## config.mk

```make
export PLATFORM = sky130hd
export DESIGN_NAME = stage_sequencer
export DESIGN_NICKNAME = d
export VERILOG_FILES = /design/src/rtl/stage_sequencer_pkg.sv /design/src/rtl/stage_next_pick.sv /design/src/rtl/stage_sequencer.sv
export SDC_FILE = /design/constraint.sdc
export NUM_CORES = 1
export LEC_CHECK = 0
export ABC_AREA = 1
export CORE_MARGIN = 3
export CORE_UTILIZATION = 35
export CTS_CLUSTER_SIZE = 20
export DETAILED_ROUTE_END_ITERATION = 10
export PLACE_DENSITY = 0.72
export SYNTH_ARGS = -nofsm -noshare
export SYNTH_HDL_FRONTEND = slang
export SYNTH_SLANG_ARGS = --single-unit
```

## constraint.sdc

```tcl
create_clock -name clk_i -period 2 [get_ports clk_i]
set_input_delay 0.4 -clock clk_i [delete_from_list [all_inputs] [get_ports clk_i]]
set_output_delay 0.4 -clock clk_i [all_outputs]
set_load 0.005 [all_outputs]
```

## src/rtl/stage_sequencer_pkg.sv

```systemverilog
// Shared types and constants for the stage sequencer.
package stage_sequencer_pkg;

  localparam logic IDLE   = 1'b0;
  localparam logic ACTIVE = 1'b1;

  typedef enum logic {
    S_IDLE   = IDLE,
    S_ACTIVE = ACTIVE
  } seq_state_t;

  localparam logic [15:0] TO_CYCLES_DEF = 16'd50000;

  function automatic int stage_idx_w(input int n);
    int w;
    w = $clog2(n);
    return (w < 1) ? 1 : w;
  endfunction

endpackage

```

## src/rtl/stage_next_pick.sv

```systemverilog
// Combinational search for the lowest unskipped stage above i_cur, plus the first unskipped stage.
module stage_next_pick
  import stage_sequencer_pkg::*;
#(
  parameter int N_STAGES = 3,
  parameter int SW       = 2
) (
  input  logic [N_STAGES-1:0] i_skip,
  input  logic [SW-1:0]       i_cur,
  output logic [SW-1:0]       o_next,
  output logic                o_wrap,
  output logic [SW-1:0]       o_first,
  output logic                o_any
);

  // Scan high to low so the lowest qualifying index is the last one written.
  always_comb begin
    o_next  = '0;
    o_wrap  = 1'b1;
    o_first = '0;
    o_any   = 1'b0;
    for (int k = N_STAGES - 1; k >= 0; k--) begin
      if (!i_skip[k]) begin
        o_first = SW'(k);
        o_any   = 1'b1;
        if (k > int'(i_cur)) begin
          o_next = SW'(k);
          o_wrap = 1'b0;
        end else begin
          o_wrap = o_wrap;
        end
      end else begin
        o_any = o_any;
      end
    end
  end

endmodule

```

## src/rtl/stage_sequencer.sv

```systemverilog
// N-stage round-robin controller with skip mask, graceful stop and frame counting.
// Optional per-stage watchdog is enabled by defining STAGE_TIMEOUT_EN.
module stage_sequencer
  import stage_sequencer_pkg::*;
#(
  parameter int              N_STAGES  = 3,
  parameter int              FRAME_W   = 8,
  parameter int              TO_W      = 16,
  parameter logic [TO_W-1:0] TO_CYCLES = TO_W'(TO_CYCLES_DEF)
) (
  input  logic                                clk_i,
  input  logic                                rst_i,
  input  logic                                run_i,
  input  logic [N_STAGES-1:0]                 skip_i,
  input  logic [N_STAGES-1:0]                 done_i,
  output logic [N_STAGES-1:0]                 en_o,
  output logic [stage_idx_w(N_STAGES)-1:0]    stage_o,
  output logic                                busy_o,
  output logic                                frame_o,
  output logic [FRAME_W-1:0]                  frame_cnt_o,
  output logic                                timeout_o,
  output logic [stage_idx_w(N_STAGES)-1:0]    to_stage_o
);

  localparam int SW = stage_idx_w(N_STAGES);
  localparam logic [N_STAGES-1:0] ONE_HOT0 = N_STAGES'(1);

  seq_state_t          r_state, w_state_nx;
  logic [N_STAGES-1:0] r_en, w_en_nx;
  logic [SW-1:0]       r_stage, w_stage_nx;
  logic                r_busy, r_frame, w_frame_nx;
  logic [FRAME_W-1:0]  r_frame_cnt, w_cnt_nx;
  logic                r_to;
  logic [SW-1:0]       r_to_stage;
  logic                w_enter, w_done_act, w_wd_hit, w_adv;
  logic [SW-1:0]       w_next, w_first;
  logic                w_wrap, w_any;

  stage_next_pick #(.N_STAGES(N_STAGES), .SW(SW)) u_pick (
    .i_skip  (skip_i),
    .i_cur   (r_stage),
    .o_next  (w_next),
    .o_wrap  (w_wrap),
    .o_first (w_first),
    .o_any   (w_any)
  );

  // r_en is one-hot on the active stage, so masking done_i with it honours only that bit.
  assign w_done_act = |(done_i & r_en);
  assign w_adv      = (r_state == S_ACTIVE) && (w_done_act || w_wd_hit);

`ifdef STAGE_TIMEOUT_EN
  logic [TO_W-1:0] r_wd;

  // Watchdog restarts on every stage entry and counts ACTIVE cycles.
  always_ff @(posedge clk_i or posedge rst_i) begin
    if (rst_i) begin
      r_wd <= '0;
    end else if (w_enter || (r_state == S_IDLE)) begin
      r_wd <= '0;
    end else begin
      r_wd <= r_wd + TO_W'(1);
    end
  end

  assign w_wd_hit = (r_state == S_ACTIVE) && (r_wd == (TO_CYCLES - TO_W'(1))) && !w_done_act;
`else
  logic w_unused_to;
  assign w_unused_to = ^TO_CYCLES;
  assign w_wd_hit    = 1'b0;
`endif

  // Next-state, enable and frame bookkeeping.
  always_comb begin
    w_state_nx = r_state;
    w_en_nx    = r_en;
    w_stage_nx = r_stage;
    w_frame_nx = 1'b0;
    w_cnt_nx   = r_frame_cnt;
    w_enter    = 1'b0;
    case (r_state)
      S_IDLE: begin
        if (run_i && w_any) begin
          w_state_nx = S_ACTIVE;
          w_en_nx    = ONE_HOT0 << w_first;
          w_stage_nx = w_first;
          w_enter    = 1'b1;
        end else begin
          w_en_nx    = '0;
          w_stage_nx = '0;
        end
      end
      S_ACTIVE: begin
        if (w_adv && !w_wrap) begin
          w_en_nx    = ONE_HOT0 << w_next;
          w_stage_nx = w_next;
          w_enter    = 1'b1;
        end else if (w_adv) begin
          w_frame_nx = 1'b1;
          w_cnt_nx   = r_frame_cnt + FRAME_W'(1);
          if (run_i && w_any) begin
            w_en_nx    = ONE_HOT0 << w_first;
            w_stage_nx = w_first;
            w_enter    = 1'b1;
          end else begin
            w_state_nx = S_IDLE;
            w_en_nx    = '0;
            w_stage_nx = '0;
          end
        end else begin
          w_en_nx = r_en;
        end
      end
      default: begin
        w_state_nx = S_IDLE;
        w_en_nx    = '0;
        w_stage_nx = '0;
      end
    endcase
  end

  // Sequencer state and registered outputs.
  always_ff @(posedge clk_i or posedge rst_i) begin
    if (rst_i) begin
      r_state     <= S_IDLE;
      r_en        <= '0;
      r_stage     <= '0;
      r_busy      <= 1'b0;
      r_frame     <= 1'b0;
      r_frame_cnt <= '0;
    end else begin
      r_state     <= w_state_nx;
      r_en        <= w_en_nx;
      r_stage     <= w_stage_nx;
      r_busy      <= |w_en_nx;
      r_frame     <= w_frame_nx;
      r_frame_cnt <= w_cnt_nx;
    end
  end

  // Sticky timeout flag; only the first offending stage is recorded.
  always_ff @(posedge clk_i or posedge rst_i) begin
    if (rst_i) begin
      r_to       <= 1'b0;
      r_to_stage <= '0;
    end else if (w_wd_hit) begin
      r_to <= 1'b1;
      if (!r_to) begin
        r_to_stage <= r_stage;
      end
    end
  end

  assign en_o        = r_en;
  assign stage_o     = r_stage;
  assign busy_o      = r_busy;
  assign frame_o     = r_frame;
  assign frame_cnt_o = r_frame_cnt;
  assign timeout_o   = r_to;
  assign to_stage_o  = r_to_stage;

endmodule

```

---- Word level (Yosys, flattened, before mapping) ----
Cells that the tools add are included.
operators by class
  add/sub/neg operators ................... 1
  magnitude comparators ................... 2
  equal/unequal tests ..................... 1
  shift-type cells ........................ 2
  mux-type cells .......................... 29
  bitwise operators ....................... 3
  reduce and logical (&&, ||, !) cells .... 7
operators with widths
  cell                 number
  $mux 2               10
  $mux 1               13
  $mux 3               3
  $add 8x1->8 const B  1
  $pmux 3 s2           1
  $reduce_or 3->1      2
  $shl 1x2->3 const A  2
  $pmux 2 s2           1
  $and 3x3->3          1
  $logic_and 1x1->1    3
  $ne 3x1->1 const B   1
  $reduce_and 3->1     1
  $gt 1x2->1 const A   1
  $gt 2x2->1 const A   1
  $not 1->1            2
  $pmux 1 s2           1
  $logic_not 1->1      1
word-level totals
  register bits after elaboration ......... 16
  input port bits ......................... 9
  output and inout port bits .............. 18
  logic and storage cells ................. 51

---- Longest topological paths before layout ----
  depth in word-level cells ............... 10
  gate-level depth with buffers ........... 9
  mapped depth without buffers ............ 9

---- Cells and area by module ----
Synthesis repeated with hierarchy kept, for this count alone.
unflattened totals
  cell total of the unflattened synthesis .. 111
  area, all modules ....................... 898.4 um2
by module, submodules not included
  module           times used  cells an instance  area an instance (um2)  sequential area each (um2)
  stage_sequencer  1           100                848.3                   400.4
  stage_next_pick  1           11                 50.0                    0.0

---- Worst setup path after synthesis ----
OpenSTA, ideal clock, no wires.
  path kind ............................... flip-flop to flip-flop
  from .................................... register r_stage[1] (netlist: stage_o[1])
  to ...................................... register r_busy (netlist: busy_o)
  setup time .............................. 0.122 ns
  arrival ................................. 1.072 ns
  setup slack ............................. 0.806 ns
  stages on the path, launching flop included .. 8
  path buffers ............................ 0
  clock period less this slack ............ 1.194 ns
  path through ............................ dfrtp_1 > or2_4 > nand2_4 > nand3_2 > nand2_1 > nor2_2 > nor2_1 > nand2_1
on the way
  longest elaborated chain between the ends .. 10
RTL lines
  item                    RTL line                RTL
  start, declared         stage_sequencer.sv:30   logic [SW-1:0] r_stage, w_stage_nx;
  start signal, assigned  stage_sequencer.sv:134  r_stage <= w_stage_nx;
  $gt 2x2->1              stage_next_pick.sv:26   if (k > int'(i_cur)) begin
  $mux 1                  stage_next_pick.sv:26
  $mux 1                  stage_next_pick.sv:23   if (!i_skip[k]) begin
  $mux 1                  stage_next_pick.sv:26
  $mux 1                  stage_next_pick.sv:23
  $logic_not 1->1         stage_sequencer.sv:94   if (w_adv && !w_wrap) begin
  $logic_and 1x1->1       stage_sequencer.sv:94
  $mux 3 *                stage_sequencer.sv:94
  $pmux 3 s2 *            stage_sequencer.sv:81   case (r_state)
  net w_en_nx[0]          stage_sequencer.sv:29   logic [N_STAGES-1:0] r_en, w_en_nx;
  $reduce_or 3->1 *       stage_sequencer.sv:135  r_busy <= |w_en_nx;
  end signal, assigned    stage_sequencer.sv:135
  end, declared           stage_sequencer.sv:31   logic r_busy, r_frame, w_frame_nx;
Mark *: on every way through the listed nets, which the timed path passes. The rest lies on a longest branch.
A chain may end at the register's enable or synchronous reset.

---- Worst setup path after layout ----
  from .................................... register r_frame_cnt[5] (netlist: frame_cnt_o[5])
  to ...................................... output port frame_cnt_o[5]
RTL lines
  item                    RTL line                RTL
  start, declared         stage_sequencer.sv:32   logic [FRAME_W-1:0] r_frame_cnt, w_cnt_nx;
  start signal, assigned  stage_sequencer.sv:137  r_frame_cnt <= w_cnt_nx;
  end, declared           stage_sequencer.sv:20   output logic [FRAME_W-1:0] frame_cnt_o,
No word-level cell between the ends.

==> implementation parameters <==
Parameter                              Value

Status
  Result of the run    finished clean

Critical path
  Critical path fanouts, max    5
  CP max-delay cell    clkdlybuf4s50_1
  Beginning of the critical path    frame_cnt_o[5]
  Gate family responsible for the most delay along the worst path    buffers and inverters
  Largest stage delay on the critical path    0.53 ns
  Kind of critical path    flip-flop to primary output
  Arrival time worst endpoint    1.26 ns
  Worst reg2reg startpoint    en_o[1]
  Startpoint class of the critical path    flip-flop
  Type of destination of the critical path    primary output
  Worst path bufs/invs    1
  Required time reported for the critical path endpoint    1.60 ns
  Cell breakdown of the critical path    clkdlybuf4s50_1

Min path
  Worst hold-check path type    input port to async pin

Floorplan
  Number of core rows    17
  Die width    57.1 µm
  I/O pin total    27
  Die span in y    57.1 µm
  CORE AREA    2340 µm²
  Die footprint    3250 µm²
  Starting Density    0.390

Placed design
  Half-perimeter wire length of the detailed placement result    1470 µm
  Placed cell count    158
  Final weighted congestion in routability-driven placement    0.882
  IO buf count    23

Yosys
  Post-synthesis area per instance    8.45 µm²
  Synthesized instance count    108
  Dominant cell by count in the synthesized netlist    nand2_1
  Number of flops mapped to enable cells by yosys    0
  FFs w/ async S/R, synth    1.00
  Area contributors post-synth    dfrtp_1 44%, nand2_1 11%, inv_1 6.2%, xor2_1 3.8%, o21ai_2 2.9%
  Area leader, netlist    dfrtp_1
  Flip-flop cell with the highest count after synthesis    dfrtp_1
  Fraction of post-synthesis cell area in the top cell type by area    0.439
  Number of distinct library cells after synthesis    28
  List of most frequent post-synthesis cells    26 x nand2_1, 16 x dfrtp_1, 15 x inv_1, 6 x nor2_1
  Share of the yosys chip area belonging to registers    0.439
  Post-synthesis cell area    912 µm²
  Total of flip-flops plus latches after synthesis    16
  Yosys warns    0

STA
  Worst slew margin    0.593
  Minimum clock period after layout    1.66 ns
  Setup violation total in the final timing report    0
  Fmax achieved    603 MHz
  Sum Neg Setup Slack    0 ns
  Worst-case hold slack    0.476 ns
  Final worst-path cycle share    0.829
  Setup repair after global routing missed its margin    false
  Final count of pins violating max slew    0
  Slew at the pin with the worst max-slew slack    0.611 ns
  Final-report hold violation count    0
  Clock Skews    0.0111 ns

Detailed routing
  Average routed wire per standard cell    10.9 µm
  Total number of vias    759
  Detailed-route DRC error count    0
  Routed WL    1770 µm
  Final ANT Viol Nets    0
  Vias per cell    4.69
  First-pass DRT Iterations    4
  Detailed Route Iter0 Violations    11

Clocking
  Number of resized instances in the post-cts repair step    0
  Buffers from clock root to sink, at most    2
  H-tree depth    1
  Clock root cell    clkbuf_4
  TritonCTS clock tree    yes
  Clock Latency Late Sink    0.28 ns
  Number of buffers inserted to repair setup after CTS    0
  CTS buffer count    3
  Clock-pin slew of the registers on the worst-case setup and hold paths    0.10 ns
  Post-CTS Hold Buffers    0
  Num Clock Sinks    16

Global route
  Vias in the first global route    760
  First-pass GRT wire length    3020 µm
  Leftover overflow at the end of global routing    0
  Overall Global Routing Usage    0.115
  Pin count of the biggest net entering global routing    17
  Initial antenna violation count    0

Pwr
  Leakage power total    0.000590 µW
  Power density over cell area    1320 nW/µm²
  Max rail drop VDD    0.000716 V

Finish
  Finished Layout Cells    162
  Total number of nets in the final design    145
  Antenna Diode Count    0
  Fraction of final layout cells sized beyond drive strength 1    0.157
  Signed area change from the synthesized netlist to the final layout    31.0%
  Share of the core filled with cells in the final layout    0.511

Run
  MaxCap Viol Count    0
[cell type report]
class | instances | area, µm²
flip-flops and latches | 16 | 400
fillers | 227 | 1140
multi-input cells | 73 | 422
inverters | 17 | 63.8
clock buffers | 4 | 36.3
repair buffers | 24 | 238
well taps | 28 | 35.0
[logic make-up (layout without fill, tap and decap cells)]
logic type                 count (synthesis)  count (layout)  share of synthesized area
xor gates and xnor gates                   7               7                     0.0755
buffers and inverters                     21              45                      0.107
adders and majority gates                  1               1                     0.0137
other                                      1               3                    0.00411
and+or+nand+nor                           51              51                      0.284
AOI/OAI and AO/OA                         11              11                     0.0768
DFF                                       16              16                      0.439
[routing by layer]
metal / global-route usage / vias up / wire length [µm]
li1: - / 382 / -
met1: 0.128 / 353 / 738
met2: 0.214 / 24 / 885
met3: 0.0317 / 0 / 149
met4: 0.0298 / 0 / 0
met5: 0 / - / 0
[worst paths after layout]
kind	to	slack, ns	depth (start not counted)
worst max-delay path	frame_cnt_o[5]	0.34	1
worst min-delay path	frame_cnt_o[7]	0.48	2
worst max register to register	frame_cnt_o[2]	0.70	6
worst min register to register	stage_o[0]	0.53	2
max in group asynchronous	stage_o[0]	1.12	2
min in group clk_i	stage_o[0]	0.53	2
[state kept, by name, indices dropped and copies added (netlist names)]
| register | count |
|---|---|
| busy_o | 1 |
| frame_cnt_o | 8 |
| en_o | 3 |
| r_state | 1 |
| frame_o | 1 |
| stage_o | 2 |
[through the flow]
step | instance area [µm²] | setup WS (ns) | power, µW
2_1_floorplan | 920 | 0.806 | 1040
3_5_place_dp | 1160 | 0.226 | 1390
3_3_place_gp | 1160 | 0.272 | 1370
4_1_cts | 1190 | 0.324 | 1610
6_report | 1190 | 0.342 | 1580
5_1_grt | 1190 | 0.268 | 1730
[cell usage in the layout (no fill, tap or decap), drive strengths merged]
cell type / count
ha: 1
conb: 3
nor3: 3
xor2: 5
clkdlybuf4s50: 23
nand3: 5
nor2: 9
a21boi: 1
dfrtp: 16
nand2: 30
a31oi: 1
o21ai: 8
a21oi: 1
inv: 17
xnor2: 2
nand4: 3
buf: 1
clkbuf: 4
or2: 1
[report_power, final]
group / switching, µW / leakage (µW) / total [µW] / internal, µW
logic: 384 / 0.000367 / 789 / 406
clock network: 99.0 / 0.0000210 / 210 / 111
registers: 131 / 0.000202 / 583 / 452
total: 614 / 0.000590 / 1580 / 969
Power figures use the tool's default switching activity.
==> RTL change 1, RTL diff (same flow settings) <==
Put one more register stage on the output `frame_cnt_o`, with the module's reset. The value now appears one clock later. The other outputs are not delayed to match.
--- a/src/rtl/stage_sequencer.sv
+++ b/src/rtl/stage_sequencer.sv
@@ -155,7 +155,13 @@
   assign stage_o     = r_stage;
   assign busy_o      = r_busy;
   assign frame_o     = r_frame;
-  assign frame_cnt_o = r_frame_cnt;
+  always_ff @(posedge clk_i or posedge rst_i) begin
+    if (rst_i) begin
+      frame_cnt_o <= '0;
+    end else begin
+      frame_cnt_o <= r_frame_cnt;
+    end
+  end
   assign timeout_o   = r_to;
   assign to_stage_o  = r_to_stage;
 
Behaviour: not the same (a bounded check fails within 4 cycles, from zero or initial values and one cycle with rst_i high).
==> RTL change 1 against the unedited design <==
  * Sequential cell count rose by 8
  * Maximum frequency fell by 0.23%
  * Critical endpoint is now en_o[1]
  * Synthesized area rose by 17%
  * First-iteration DRC count rose by 27%
  * Power rose by 31%
  * Sequential power rose by 47%
  * Design area rose by 15%
  * Routed wire length rose by 11%
  * Worst setup slack got worse by 0.0038 ns
  * Non-clock buffer count rose by 1
  * Sequential share of layout area rose by 10 points
  * Hold slack got worse by 0.088 ns
==> RTL change 1: results (changes against the unedited design) <==
R2R depth = 7 (+1)
Worst-path clk slew = 0.13 ns (+0.03 ns)
Via Count = 800 (+5.4%)
Initial DRC Count = 14 (+3)
Ratio of cells with drive above 1 in the final layout = 14.29% (-1.4 points)
Reg2reg setup slack = 0.63 ns (-0.07 ns)
Post-synth top cells = dfrtp_1, nand2_1, inv_1, nor2_1, xor2_1
Layout fillers = 264 (+16%)
All-layer global routing usage = 11.62% (+0.11 points)
Top cells by area, synth = dfrtp_1, nand2_1, inv_1
Post-synthesis cell type count = 24 (-14%)
Post-synthesis adder-cell area fraction = 1.170% (-0.20 points)
Post-DP Area = 1328 um2 (+15%)
Final #Nets = 151 (+4.1%)
Sequential cell area fraction in the yosys report = 56.14% (+12 points)
GPL Wtd Cong = 0.8673 (-1.6%)
Clock skew = 0.002407 ns (-0.008644 ns)
Mapped cell area = 1070 um2 (+17%)
Routed wire length = 1974 um (+11%)
Status = finished clean
RR Endpoint = r_frame_cnt[5]$_DFFE_PP0P_
DP Wirelength = 1565 um (+6.2%)
Xor/xnor share of the synthesized area = 4.912% (-2.6 points)
Worst skew pair latency = 0.32 ns (+0.04 ns)
Int Pwr = 1.354 mW (+40%)
Worst-path fanout max = 3 (-2)
First-pass GRT wire length = 3174 um (+5.3%)
-- RTL change 1: cell type report --
class	count	area (um2)	share of cell area, %
Inverter	19	71.32	5.168
Timing Repair Buffer	25	245.2	17.77
Tap cell	31	38.79	2.811
Sequential cell	24	600.6	43.52
Clock buffer	3	22.52	1.632
Multi-Input combinational cell	68	371.6	26.93
Clock inverter	1	30.03	2.176
-- RTL change 1: metrics by stage --
step,worst slack (ns),utilization (%),instances,hold WS [ns]
CTS,0.3149,48.78,171,0.3904
global route,0.2758,48.78,171,0.4033
detailed placement,0.1560,46.93,167,0.3604
floorplan,0.8418,-,115,0.3537
finish,0.3378,48.78,171,0.3881
global placement,0.2309,46.93,167,0.3608
-- RTL change 1: kinds of logic (layout without fill, tap and decap cells) --
family | count (synthesis) | in the layout
simple gates | 48 | 48
compound gates | 10 | 10
other cells | 1 | 3
xor+xnor | 6 | 6
fa+ha+maj | 1 | 1
buf+inv | 23 | 48
flops | 24 | 24
-- RTL change 1: power groups by stage --
stage          Combinational [mW]  Sequential, mW  Clock, mW
2_1_floorplan               0.490           0.854          0
3_3_place_gp                0.858           0.860          0
3_5_place_dp                0.883           0.870          0
4_1_cts                     0.887           0.859      0.357
5_1_grt                     0.985           0.890      0.372
6_report                    0.876           0.856      0.347
-- RTL change 1: worst max-delay path by stage --
stage               slack, ns                    from                    endpoint  cells past startpoint
global route             0.28  stage_o[1]$_DFFE_PP0P_                  stage_o[1]                      1
global placement         0.23               skip_i[1]  r_frame_cnt[5]$_DFFE_PP0P_                      8
detailed placement       0.16               skip_i[2]  r_frame_cnt[5]$_DFFE_PP0P_                      8
CTS                      0.31  stage_o[1]$_DFFE_PP0P_                  stage_o[1]                      1
floorplan                0.84               done_i[2]  r_frame_cnt[4]$_DFFE_PP0P_                      7
finish                   0.34       en_o[1]$_DFF_PP0_                     en_o[1]                      1
-- RTL change 1: layer usage --
metal	track usage, %	part of all wire (%)
met1	13.99	43
met2	19.03	50
met3	2.516	3.9
met4	6.811	2.9
met5	0	0
==> RTL change 2, RTL diff (config.mk and constraints unchanged) <==
Made on the original files. The option `STAGE_TIMEOUT_EN` is turned on by a define.
--- a/src/rtl/stage_sequencer.sv
+++ b/src/rtl/stage_sequencer.sv
@@ -1,5 +1,7 @@
 // N-stage round-robin controller with skip mask, graceful stop and frame counting.
 // Optional per-stage watchdog is enabled by defining STAGE_TIMEOUT_EN.
+`define STAGE_TIMEOUT_EN
+
 module stage_sequencer
   import stage_sequencer_pkg::*;
 #(
Behaviour: same outputs for any inputs over 10 cycles, from zero or initial values and one cycle with rst_i high; that may be too few to reach the edited logic, so the function may still have changed.
==> RTL change 2 against the unedited design <==
  * Critical endpoint is now to_stage_o[1]$_DFFE_PP0P_
  * Highest routed layer is now met4
  * Critical path type is now register to register
  * Design area grew 94%
  * Clock skew shrank 0.0061 ns
  * Synthesized area grew 110%
  * Synthesized cell count grew 100%
  * Routed wire length grew 110%
  * Sequential cell count grew 19
  * Worst setup slack lost 0.15 ns
  * Power grew 49%
==> RTL change 2: results (changes against the unedited design) <==
Via-to-Cell Ratio = 4.625 (-1.3%)
Clock power share = 21.1% (+7.8 points)
Worst hold path type = register to register
Reg-to-reg startpoint = r_wd[0]$_DFF_PP0_
Fmax = 553.8 MHz (-8.2%)
GR Overflow Total = 0 (unchanged)
DP Wirelength = 2742 um (+86%)
Worst-path clk slew = 0.07 ns (-0.03 ns)
Setup CP Type = register to register
Post-synthesis cell type count = 32 (+14%)
RR Endpoint = to_stage_o[1]$_DFFE_PP0P_
Layout Cells excl Fill = 323 (+99%)
R2R depth = 9 (+3)
First-pass GRT wire length = 6451 um (+110%)
Ratio of cells with drive above 1 in the final layout = 15.81% (+0.14 points)
Slew headroom = 71.59% (+12 points)
Avg Inst Size Synth = 8.526 um2 (+0.96%)
Clock root cell = clkbuf_8
Post-synth top cells = nand2_1, dfrtp_1, inv_1, nor2_1
Comb pwr share = 36.2% (-14 points)
All-layer global routing usage = 12.70% (+1.2 points)
Num CTS Buffers = 5 (+2)
PortBufs = 26 (+13%)
Vias in the first global route = 1462 (+92%)
Max rail drop VDD = 0.7061 mV (-1.3%)
Sequential cell area fraction in the yosys report = 46.48% (+2.6 points)
Routed wire length = 3648 um (+110%)
Post-DP Area = 2218 um2 (+91%)
Clock skew = 0.004933 ns (-0.006118 ns)
Status = finished clean
Final #Nets = 264 (+82%)
Initial DRC Count = 95 (+84)
Arr. time, crit path = 1.97 ns (+0.71 ns)
Dpl ws = -0.005607 ns (-0.2312 ns)
Max reg flops = 16 (+8)
P&R area growth vs syn = 22.78%
==> RTL change 2: changes by cell type in the layout (fill, tap and decap cells not counted), moves of 5 or more <==
cell	delta
nor3_1	+5
nand2_1	+12
nor2_2	+5
nor2_1	+14
nand3_1	+7
a21oi_1	+9
nand4_1	+6
dfrtp_1	+19
clkbuf_8	+5
inv_1	+16
==> RTL change 2: per-layer routing <==
metal	vias up	global-route usage, %	wire, um
li1	775	-	-
met1	686	17.90	1862
met2	29	19.61	1640
met3	4	3.160	121
met4	0	3.093	24
met5	-	0	0
==> RTL change 2: kinds of logic after synthesis <==
| kind of cell | Yosys count | share of synthesized area [%] |
|---|---|---|
| compound gates | 21 | 6.176 |
| simple gates | 114 | 32.20 |
| buf+inv | 38 | 8.300 |
| fa+ha+maj | 2 | 1.328 |
| xor+xnor | 11 | 5.512 |
| flops | 35 | 46.48 |
==> RTL change 2: worst max-delay path, cell delays in order (launching register included) <==
cell and delay, ns:
dfrtp_1 0.40, ha_1 0.22, nand3_2 0.13, nor3_1 0.18, nand2_1 0.12, buf_4 0.16
nor3b_2 0.20, nand2_1 0.13, nand2_1 0.07, o21ai_1 0.06
==> RTL change 2: cell type report <==
cell class                 count  area [um2]
fill                         496        2859
sequential                    35       875.8
clock buffer                   6       82.58
clock inverter                 1       5.005
inverter                      34       127.6
multi-input combinational    148       852.1
tap                           70       87.58
timing repair buffer          29       282.8
==> RTL change 2: stage by stage <==
stage / setup TNS, ns / hold WS (ns) / utilization (%)
floorplan: 0 / 0.4504 / -
global placement: 0 / 0.4795 / 42.89
detailed placement: -0.005607 / 0.4848 / 42.89
CTS: 0 / 0.5007 / 44.58
global route: 0 / 0.5328 / 44.73
finish: 0 / 0.4941 / 44.73
